File: src/rtl/ball_control.sv
// rtl/ball_control.sv - Pong ball engine: frame-rate ball motion, wall/paddle bounces, miss scoring
module ball_control #(
    parameter int H_RES      = 1024,
    parameter int V_RES      = 768,
    parameter int BALL_SIZE  = 16,
    parameter int PADDLE_W   = 16,
    parameter int PADDLE_H   = 96,
    parameter int PADDLE_L_X = 32,
    parameter int PADDLE_R_X = 976,
    parameter int STEP       = 4,
    parameter int MAX_POINTS = 15
) (
    input  logic        clk65MHz,
    input  logic        rst,
    input  logic        end_of_frame,
    input  logic        serve,
    input  logic [9:0]  pos_of_player_1,
    input  logic [9:0]  pos_of_player_2,
    input  logic        screen_idle,
    input  logic        screen_multi,
    output logic [3:0]  points_player_1,
    output logic [3:0]  points_player_2,
    output logic [10:0] x_pos_of_ball,
    output logic [10:0] y_pos_of_ball
);

    typedef enum logic [1:0] {
        WAIT_SERVE = 2'd0,
        PLAY       = 2'd1,
        GAME_OVER  = 2'd2
    } state_t;

    localparam logic [10:0]        X_CENTRE = 11'(H_RES / 2 - BALL_SIZE / 2);
    localparam logic [10:0]        Y_CENTRE = 11'(V_RES / 2 - BALL_SIZE / 2);
    localparam logic signed [11:0] Y_MAX    = 12'(V_RES - BALL_SIZE);
    localparam logic signed [11:0] X_MISS_R = 12'(H_RES - BALL_SIZE);
    localparam logic signed [11:0] X_HIT_L  = 12'(PADDLE_L_X + PADDLE_W);
    localparam logic signed [11:0] X_HIT_R  = 12'(PADDLE_R_X - BALL_SIZE);
    localparam logic signed [11:0] STEP_S   = 12'(STEP);
    localparam logic [3:0]         MAX_PTS  = 4'(MAX_POINTS);

    state_t      state, state_n;
    logic        dx_pos, dy_pos, dx_pos_n, dy_pos_n;
    logic [10:0] x_n, y_n;
    logic [3:0]  p1_n, p2_n;

    logic signed [11:0] x_s, y_s, nx, ny;
    logic [11:0]        y_u, pad1, pad2;
    logic               overlap_1, overlap_2, hit_l, hit_r;
    logic [3:0]         p1_inc, p2_inc;

    // 12-bit signed so a step past 0 shows up as negative instead of wrapping
    assign x_s = $signed({1'b0, x_pos_of_ball});
    assign y_s = $signed({1'b0, y_pos_of_ball});
    assign nx  = dx_pos ? x_s + STEP_S : x_s - STEP_S;
    assign ny  = dy_pos ? y_s + STEP_S : y_s - STEP_S;

    assign y_u  = {1'b0, y_pos_of_ball};
    assign pad1 = {2'b00, pos_of_player_1};
    assign pad2 = {2'b00, pos_of_player_2};
    assign overlap_1 = (y_u + 12'(BALL_SIZE) > pad1) && (y_u < pad1 + 12'(PADDLE_H));
    assign overlap_2 = (y_u + 12'(BALL_SIZE) > pad2) && (y_u < pad2 + 12'(PADDLE_H));

    assign hit_l = !dx_pos && (nx <= X_HIT_L) && (x_s >= X_HIT_L) && overlap_1;
    // single-player: the right side is a solid full-height wall
    assign hit_r = dx_pos && (nx >= X_HIT_R) &&
                   (!screen_multi || ((x_s <= X_HIT_R) && overlap_2));

    assign p1_inc = (points_player_1 == MAX_PTS) ? MAX_PTS : points_player_1 + 4'd1;
    assign p2_inc = (points_player_2 == MAX_PTS) ? MAX_PTS : points_player_2 + 4'd1;

    always_ff @(posedge clk65MHz or negedge rst) begin
        if (!rst) begin
            state           <= WAIT_SERVE;
            x_pos_of_ball   <= X_CENTRE;
            y_pos_of_ball   <= Y_CENTRE;
            dx_pos          <= 1'b1;
            dy_pos          <= 1'b1;
            points_player_1 <= 4'd0;
            points_player_2 <= 4'd0;
        end else begin
            state           <= state_n;
            x_pos_of_ball   <= x_n;
            y_pos_of_ball   <= y_n;
            dx_pos          <= dx_pos_n;
            dy_pos          <= dy_pos_n;
            points_player_1 <= p1_n;
            points_player_2 <= p2_n;
        end
    end

    always_comb begin
        state_n  = state;
        x_n      = x_pos_of_ball;
        y_n      = y_pos_of_ball;
        dx_pos_n = dx_pos;
        dy_pos_n = dy_pos;
        p1_n     = points_player_1;
        p2_n     = points_player_2;
        if (end_of_frame) begin
            if (screen_idle) begin
                state_n  = WAIT_SERVE;
                x_n      = X_CENTRE;
                y_n      = Y_CENTRE;
                dx_pos_n = 1'b1;
                dy_pos_n = 1'b1;
                p1_n     = 4'd0;
                p2_n     = 4'd0;
            end else begin
                case (state)
                    WAIT_SERVE: begin
                        x_n = X_CENTRE;
                        y_n = Y_CENTRE;
                        if (serve) state_n = PLAY;
                    end
                    PLAY: begin
                        if (ny <= 12'sd0) begin
                            y_n      = 11'd0;
                            dy_pos_n = 1'b1;
                        end else if (ny >= Y_MAX) begin
                            y_n      = Y_MAX[10:0];
                            dy_pos_n = 1'b0;
                        end else begin
                            y_n = ny[10:0];
                        end

                        if (hit_l) begin
                            x_n      = X_HIT_L[10:0];
                            dx_pos_n = 1'b1;
                        end else if (hit_r) begin
                            x_n      = X_HIT_R[10:0];
                            dx_pos_n = 1'b0;
                        end else if (nx <= 12'sd0) begin
                            // miss overrides the wall result; serve goes toward the loser
                            p2_n     = p2_inc;
                            x_n      = X_CENTRE;
                            y_n      = Y_CENTRE;
                            dx_pos_n = 1'b0;
                            dy_pos_n = dy_pos;
                            state_n  = (p2_inc == MAX_PTS) ? GAME_OVER : WAIT_SERVE;
                        end else if (nx >= X_MISS_R) begin
                            p1_n     = p1_inc;
                            x_n      = X_CENTRE;
                            y_n      = Y_CENTRE;
                            dx_pos_n = 1'b1;
                            dy_pos_n = dy_pos;
                            state_n  = (p1_inc == MAX_PTS) ? GAME_OVER : WAIT_SERVE;
                        end else begin
                            x_n = nx[10:0];
                        end
                    end
                    GAME_OVER: begin
                        x_n = X_CENTRE;
                        y_n = Y_CENTRE;
                    end
                    default: state_n = WAIT_SERVE;
                endcase
            end
        end
    end

endmodule

File: config.mk
export PLATFORM = sky130hd
export DESIGN_NAME = ball_control
export DESIGN_NICKNAME = d
export VERILOG_FILES = /design/src/rtl/ball_control.sv
export SDC_FILE = /design/constraint.sdc
export NUM_CORES = 1
export LEC_CHECK = 0
export CAP_MARGIN = 20
export CORE_MARGIN = 4
export CORE_UTILIZATION = 51
export DETAILED_ROUTE_END_ITERATION = 8
export PLACE_DENSITY = 0.86
export SLEW_MARGIN = 20
export SYNTH_ARGS = -nofsm -noshare
export SYNTH_HDL_FRONTEND = slang
export SYNTH_SLANG_ARGS = --single-unit
File: constraint.sdc
create_clock -name clk65MHz -period 3.5 [get_ports clk65MHz]
set_input_delay 0.7 -clock clk65MHz [delete_from_list [all_inputs] [get_ports clk65MHz]]
set_output_delay 0.7 -clock clk65MHz [all_outputs]
set_load 0.05 [all_outputs]
After elaboration in Yosys (flattened, before gate mapping)
Index checks and enable logic that the tools add are counted.
- register bits: 34
- word-level logic and storage cells: 120
- output and inout port bits: 30
- input port bits: 26
- reductions and logical operators: 24
- order comparisons: 12
- equal/unequal tests: 16
- $add $sub $neg: 9
- mux-type cells: 52
- operators with widths (kind ; count):
    2-to-1 mux 11 bit ; 12
    2-to-1 mux 4 bit ; 13
    one-hot mux 11 bit (2 select lines) ; 2
    greater-or-equal comparator 12 x 11 -> 1 bit, second input constant ; 3
    adder 11 x 3 -> 12 bit, second input constant ; 2
    greater-than comparator 12 x 10 -> 1 bit ; 2
    less-or-equal comparator 12 x 1 -> 1 bit, second input constant ; 2
    2-to-1 mux 12 bit ; 2
    subtractor 11 x 3 -> 12 bit, second input constant ; 2
    adder 10 x 7 -> 11 bit, second input constant ; 2
    < comparator 11 bit ; 2
    == test 4 bit, second input constant ; 4
    2-to-1 mux 2 bit ; 8
    2-to-1 mux 1 bit ; 14
    adder 11 x 5 -> 12 bit, second input constant ; 1
    less-or-equal comparator 12 x 7 -> 1 bit, second input constant ; 1
    != test 4 bit, second input constant ; 3
    AND reduction 6 bit ; 2
    greater-or-equal comparator 11 x 6 -> 1 bit, second input constant ; 1
    less-or-equal comparator 11 x 10 -> 1 bit, second input constant ; 1
    != test 3 bit, second input constant ; 3
    adder 4 x 1 -> 4 bit, second input constant ; 2
    logical AND 1 bit ; 8
    != test 2 bit, second input constant ; 4
    other kinds (14) ; 17

Logic depth before layout (Yosys ltp)
- word-level depth: 11
- depth in mapped cells: 14
- depth with buffers taken out: 13

Least setup slack after synthesis
Ideal clock, no wire load.
- kind: register to register
- start: register x_pos_of_ball[2]
- end: register dy_pos
- required time: 3.419 ns
- path buffers: 1
- clock period less this slack: 3.347 ns
- stages on the path, launching flop included: 11
- library setup time: 0.081 ns
- slack: 0.153 ns
- data arrival time: 3.267 ns
- cells stage by stage: dfrtp_1 fa_1 and3_4 or4_1 a21oi_1 o31ai_1 o31a_1 or3b_1 buf_6 a311o_1 a32oi_1
- longest elaborated chain between the ends: 9
- elaborated cells on any way between the ends: 23
- classes of those cells: add/sub: 2; order compare: 6; eq/ne: 2; mux: 5; reduce/logical: 8
- RTL lines (item ; RTL line ; RTL):
    start, declared ; 23 ; output logic [10:0] x_pos_of_ball,
    start signal, assigned ; 83 ; x_pos_of_ball <= x_n;
    subtractor 11 x 3 -> 12 bit or adder 11 x 3 -> 12 bit (tied branches) ; 55 ; assign nx = dx_pos ? x_s + STEP_S : x_s - STEP_S;
    2-to-1 mux 12 bit ; 55 ;
    greater-or-equal comparator 12 x 11 -> 1 bit or less-or-equal comparator 12 x 7 -> 1 bit (tied branches) ; 66, 64 ;
    logical AND 1 bit, on equally long branches (2 in a row) ; 66, 64 ;
    2-to-1 mux 1 bit or logical AND 1 bit (tied branches) ; 130, 64 ;
    2-to-1 mux 1 bit ; 127 ; if (hit_l) begin
    2-to-1 mux 1 bit ; 110 ; case (state)
    2-to-1 mux 1 bit ; 101 ; if (screen_idle) begin
    end signal, assigned ; 86 ; dy_pos <= dy_pos_n;
    end, declared ; 43 ; logic dx_pos, dy_pos, dx_pos_n, dy_pos_n;
Several ways; a longest one is shown, not always the timed one. The select of a mux whose other input is x is not followed.
A chain may end at the register's enable or synchronous reset.

Final worst setup path
- start: register y_pos_of_ball[5]
- end: register points_player_1[2]
- longest elaborated chain between the ends: 8
- elaborated cells on any way between the ends: 14
- classes of those cells: add/sub: 1; order compare: 4; eq/ne: 2; reduce/logical: 7
- RTL lines (item ; RTL line ; RTL):
    start, declared ; 24 ; output logic [10:0] y_pos_of_ball
    start signal, assigned ; 84 ; y_pos_of_ball <= y_n;
    adder 11 x 5 -> 12 bit ; 61, 62 ;
    greater-than comparator 12 x 10 -> 1 bit ; 62 ; assign overlap_2 = (y_u + 12'(BALL_SIZE) > pad2) && (y_u < pad2 + 12'(PADDLE_H));
    logical AND 1 bit ; 62 ;
    logical AND 1 bit ; 67 ; (!screen_multi || ((x_s <= X_HIT_R) && overlap_2));
    logical OR 1 bit ; 67 ;
    logical AND 1 bit ; 66 ; assign hit_r = dx_pos && (nx >= X_HIT_R) &&
    != test 2 bit (no line) ; n/a ;
    AND reduction 6 bit (no line) (*) ; n/a ;
    end signal, assigned ; 87 ; points_player_1 <= p1_n;
    end, declared ; 21 ; output logic [3:0] points_player_1,
Every way passes the cells marked *; elsewhere a longest branch is shown, timed or not.

==> impl_metrics.prom <==
# TYPE chip_impl_metric gauge
chip_impl_metric{name="place.gp.congestion",unit=""} 0.922
chip_impl_metric{name="viasPerCell",unit=""} 6.59
chip_impl_metric{name="die_x",unit="um"} 95.4
chip_impl_metric{name="maxClockFrequency",unit="GHz"} 0.263
chip_impl_metric{name="yosysWarningCount",unit=""} 0
chip_impl_metric{name="grt_first_pass_wirelength",unit="um"} 18500
chip_impl_metric{name="fillerInstances",unit=""} 474
chip_impl_metric{name="power_per_cell_area",unit="mW/mm^2"} 916
chip_impl_metric{name="globalRouteMet2Util",unit="%"} 44.2
chip_impl_info{name="cts_tree",value="done"} 1
chip_impl_metric{name="synth_seq_area_share",unit="%"} 21.0
chip_impl_metric{name="timing.slew.headroom",unit="%"} 61.6
chip_impl_metric{name="clock-sinks",unit=""} 32
chip_impl_metric{name="cts-buffers-inserted",unit=""} 5
chip_impl_metric{name="numPortBuffers",unit=""} 53
chip_impl_metric{name="worst_setup_hold_path_clk_slew",unit="ns"} 0.08
chip_impl_metric{name="footprint_of_the_multi_input_gates",unit="mm^2"} 0.00306
chip_impl_metric{name="period_minus_slack",unit="ns"} 3.81
chip_impl_metric{name="tightestPinTransition",unit="ns"} 0.576
chip_impl_metric{name="netlist_area",unit="mm^2"} 0.00390
chip_impl_metric{name="drt-pass1-iter-count",unit=""} 5
chip_impl_info{name="crit_path_end_kind",value="flop"} 1
chip_impl_metric{name="clock_skew",unit="ns"} 0.00923
chip_impl_metric{name="fin_ws",unit="ns"} -0.309
chip_impl_info{name="violations_in_the_final_reports",value="setup timing"} 1
chip_impl_metric{name="synth_cells",unit=""} 459
chip_impl_metric{name="layout_worst_path_cycle_share",unit="%"} 109
chip_impl_metric{name="report.final.setup_viol",unit=""} 27
chip_impl_info{name="cp-start-kind",value="flop"} 1
chip_impl_metric{name="synth.distinct_cells",unit=""} 79
chip_impl_info{name="synthTopCellsByArea",value="ha_1 18%, dfrtp_1 12%, dfstp_2 8.8%"} 1
chip_impl_metric{name="postSynth.asyncResetShare",unit="%"} 100
chip_impl_info{name="root_buf_cell",value="clkbuf_8"} 1
chip_impl_info{name="run_status",value="complete, but fails checks"} 1
chip_impl_info{name="busiest_layer",value="met2"} 1
chip_impl_metric{name="detailed_place.area",unit="mm^2"} 0.00474
chip_impl_metric{name="sequential_cell_area",unit="um^2"} 817
chip_impl_metric{name="grtUsageMet1",unit="%"} 33.2
chip_impl_metric{name="overflow",unit=""} 0
chip_impl_metric{name="timing.critical_path.arrival",unit="ns"} 3.98
chip_impl_metric{name="core_region_area",unit="mm^2"} 0.00733
chip_impl_metric{name="io_pins",unit=""} 56
chip_impl_metric{name="die-area",unit="mm^2"} 0.00911
chip_impl_metric{name="post_synth_edffs",unit=""} 0
chip_impl_metric{name="groute.layer.met3.usage",unit="%"} 2.37
chip_impl_metric{name="slew_viol_final",unit=""} 0
chip_impl_metric{name="yosysTopAreaCellShare",unit="%"} 18.3
chip_impl_metric{name="first_global_vias",unit=""} 3972
chip_impl_metric{name="synth_seq_cells",unit=""} 32
chip_impl_metric{name="timing.max_cap.violations",unit=""} 0
chip_impl_metric{name="fp.dieH",unit="um"} 95.4
chip_impl_info{name="mostFrequentLayoutCells",value="53 x clkdlybuf4s50_1, 51 x ha_1, 44 x buf_4"} 1
chip_impl_metric{name="dp.final_hpwl",unit="um"} 8610
chip_impl_metric{name="grt_util_all_layers",unit="%"} 25.0
chip_impl_metric{name="final_net_count",unit=""} 645
chip_impl_metric{name="crit_required",unit="ns"} 3.67
chip_impl_metric{name="grt_antenna_before_repair",unit=""} 0
chip_impl_metric{name="detail_route.wl_per_cell",unit="um"} 20.6
chip_impl_info{name="synth_largest_area_cell",value="ha_1"} 1
chip_impl_metric{name="post_route_cells_drive_above_1_share",unit="%"} 20.9
chip_impl_metric{name="floorplan.initialDensity",unit="%"} 53.2
chip_impl_metric{name="clk_path_buf_depth",unit=""} 2
chip_impl_metric{name="syn_avg_cell_area",unit="um^2"} 8.49
chip_impl_metric{name="static-leakage-power",unit="nW"} 2.30
chip_impl_metric{name="stdcell_area",unit="mm^2"} 0.00524
chip_impl_metric{name="final.hold.worst_slack",unit="ns"} 0.569
chip_impl_info{name="final_common_cell",value="clkdlybuf4s50_1"} 1
chip_impl_metric{name="worst_skew_late_latency",unit="ns"} 0.29
chip_impl_metric{name="worst_ir_drop_vdd",unit="mV"} 0.618
chip_impl_metric{name="report.power.total",unit="mW"} 4.80
chip_impl_metric{name="timing.setup.tns",unit="ns"} -3.71
chip_impl_info{name="grt_setup_unrepaired",value="yes"} 1
chip_impl_metric{name="drt_drc",unit=""} 0
chip_impl_metric{name="detail_route.iter0.violations",unit=""} 435
chip_impl_metric{name="final-hold-violation-count",unit=""} 0
chip_impl_info{name="path_class",value="reg2reg"} 1
chip_impl_info{name="holdCritPathClass",value="reg2reg"} 1
chip_impl_metric{name="antenna_cells_inserted",unit=""} 0
chip_impl_metric{name="detailed_route_wl",unit="um"} 13600
chip_impl_metric{name="core.rowCount",unit=""} 31
chip_impl_metric{name="grt_start_max_net_pins",unit=""} 33
chip_impl_metric{name="num_vias",unit=""} 4349
chip_impl_metric{name="timing.critical_path.fanout_max",unit=""} 6
chip_impl_metric{name="route.antenna.remaining_nets",unit=""} 0
chip_impl_metric{name="areaGrowthSynthToFinish",unit="%"} 34.4
chip_impl_metric{name="ctsHtreeMaxLevel",unit=""} 2
chip_impl_info{name="dominantRegCellSynth",value="dfrtp_1"} 1
==> kinds of logic after synthesis <==
kind of cell,Yosys count,share of synthesized area (%)
and+or+nand+nor,137,18.7
adders and majority gates,59,19.3
AOI/OAI and AO/OA,148,28.1
muxes,5,1.28
DFF,32,21.0
xor gates and xnor gates,23,5.17
other,1,0.0962
buffers and inverters,54,6.32
==> path summary, 6_finish.rpt <==
| check | startpoint | end | slack [ns] | cells past startpoint |
|---|---|---|---|---|
| max | y_pos_of_ball[5] | points_player_1[2] | -0.31 | 13 |
| min | state[1] | state[1] | 0.57 | 2 |
| max reg2reg | y_pos_of_ball[5] | points_player_1[2] | -0.31 | 13 |
| min reg2reg | state[1] | state[1] | 0.57 | 2 |
| max in group asynchronous | rst | x_pos_of_ball[5] | 2.33 | 2 |
| min in group asynchronous | rst | y_pos_of_ball[7] | 0.81 | 2 |
==> routing by layer <==
layer  share of wire (%)  wire, um
met2                  47      6370
met3                  10      1370
met5                   0         0
met1                  38      5170
met4                 5.0       683
==> sequential cells by signal, indices dropped and copies added (netlist names) <==
| register | flops |
|---|---|
| dx_pos | 1 |
| dy_pos | 1 |
| y_pos_of_ball | 11 |
| state | 2 |
| x_pos_of_ball | 9 |
| points_player_2 | 4 |
| points_player_1 | 4 |
==> area by class of cell <==
type / count / share of cell area (%)
multi-input cells: 374 / 58.3
flip-flops and latches: 32 / 15.6
clock buffers: 5 / 1.31
well taps: 99 / 2.36
inverters: 42 / 3.08
repair buffers: 105 / 18.5
clock inverters: 3 / 0.812
==> power breakdown <==
| part | internal, mW | total [mW] | switching, mW | leakage (nW) |
|---|---|---|---|---|
| logic | 1.64 | 3.81 | 2.16 | 1.84 |
| clock network | 0.211 | 0.361 | 0.150 | 0.0541 |
| registers | 0.482 | 0.632 | 0.149 | 0.397 |
==> cells in the mapped netlist (all sizes together), types with 3 or more instances <==
cell and number:
a211oi 15, a21o 7, a21oi 26, a22o 3, a22oi 3, and2 6
and3 4, buf 10, dfrtp 19, dfstp 13, ha 57, inv 42
mux2i 5, nand2 25, nand2b 7, nand3 13, nand4 6, nor2 37
nor2b 6, nor3 10, nor3b 3, nor4 5, nor4b 3, o2111ai 3
o211ai 9, o21a 9, o21ai 29, o31a 5, o31ai 6, xnor2 15
xor2 8
==> through the flow <==
stage	worst slack, ns	utilization, %	std cells
final	-0.309	71.5	660
after global routing	-0.359	71.5	660
after CTS	0.00983	66.8	646
after detailed placement	-0.248	64.7	635
after global placement	-0.134	64.7	635
after floorplan	0.153	-	460
==> worst max-delay path, cell delays in order (launching register included) <==
cell and delay, ns:
dfstp_2 0.60, nand3_1 0.13, nor2_1 0.22, xor2_2 0.23
ha_1 0.30, a211oi_1 0.26, o21ai_0 0.22, a221oi_2 0.41
o221ai_2 0.22, o2111ai_4 0.16, buf_6 0.17, nand3b_4 0.09
or4_1 0.40, o311a_1 0.29
==> what timing repair did <==
item,in CTS,in global routing
hold buffers,0,0
gates resized for setup,3,40
setup endpoints to repair,8,30
setup buffers,3,15
pin swaps,2,21
Power figures use the tool's default switching activity.
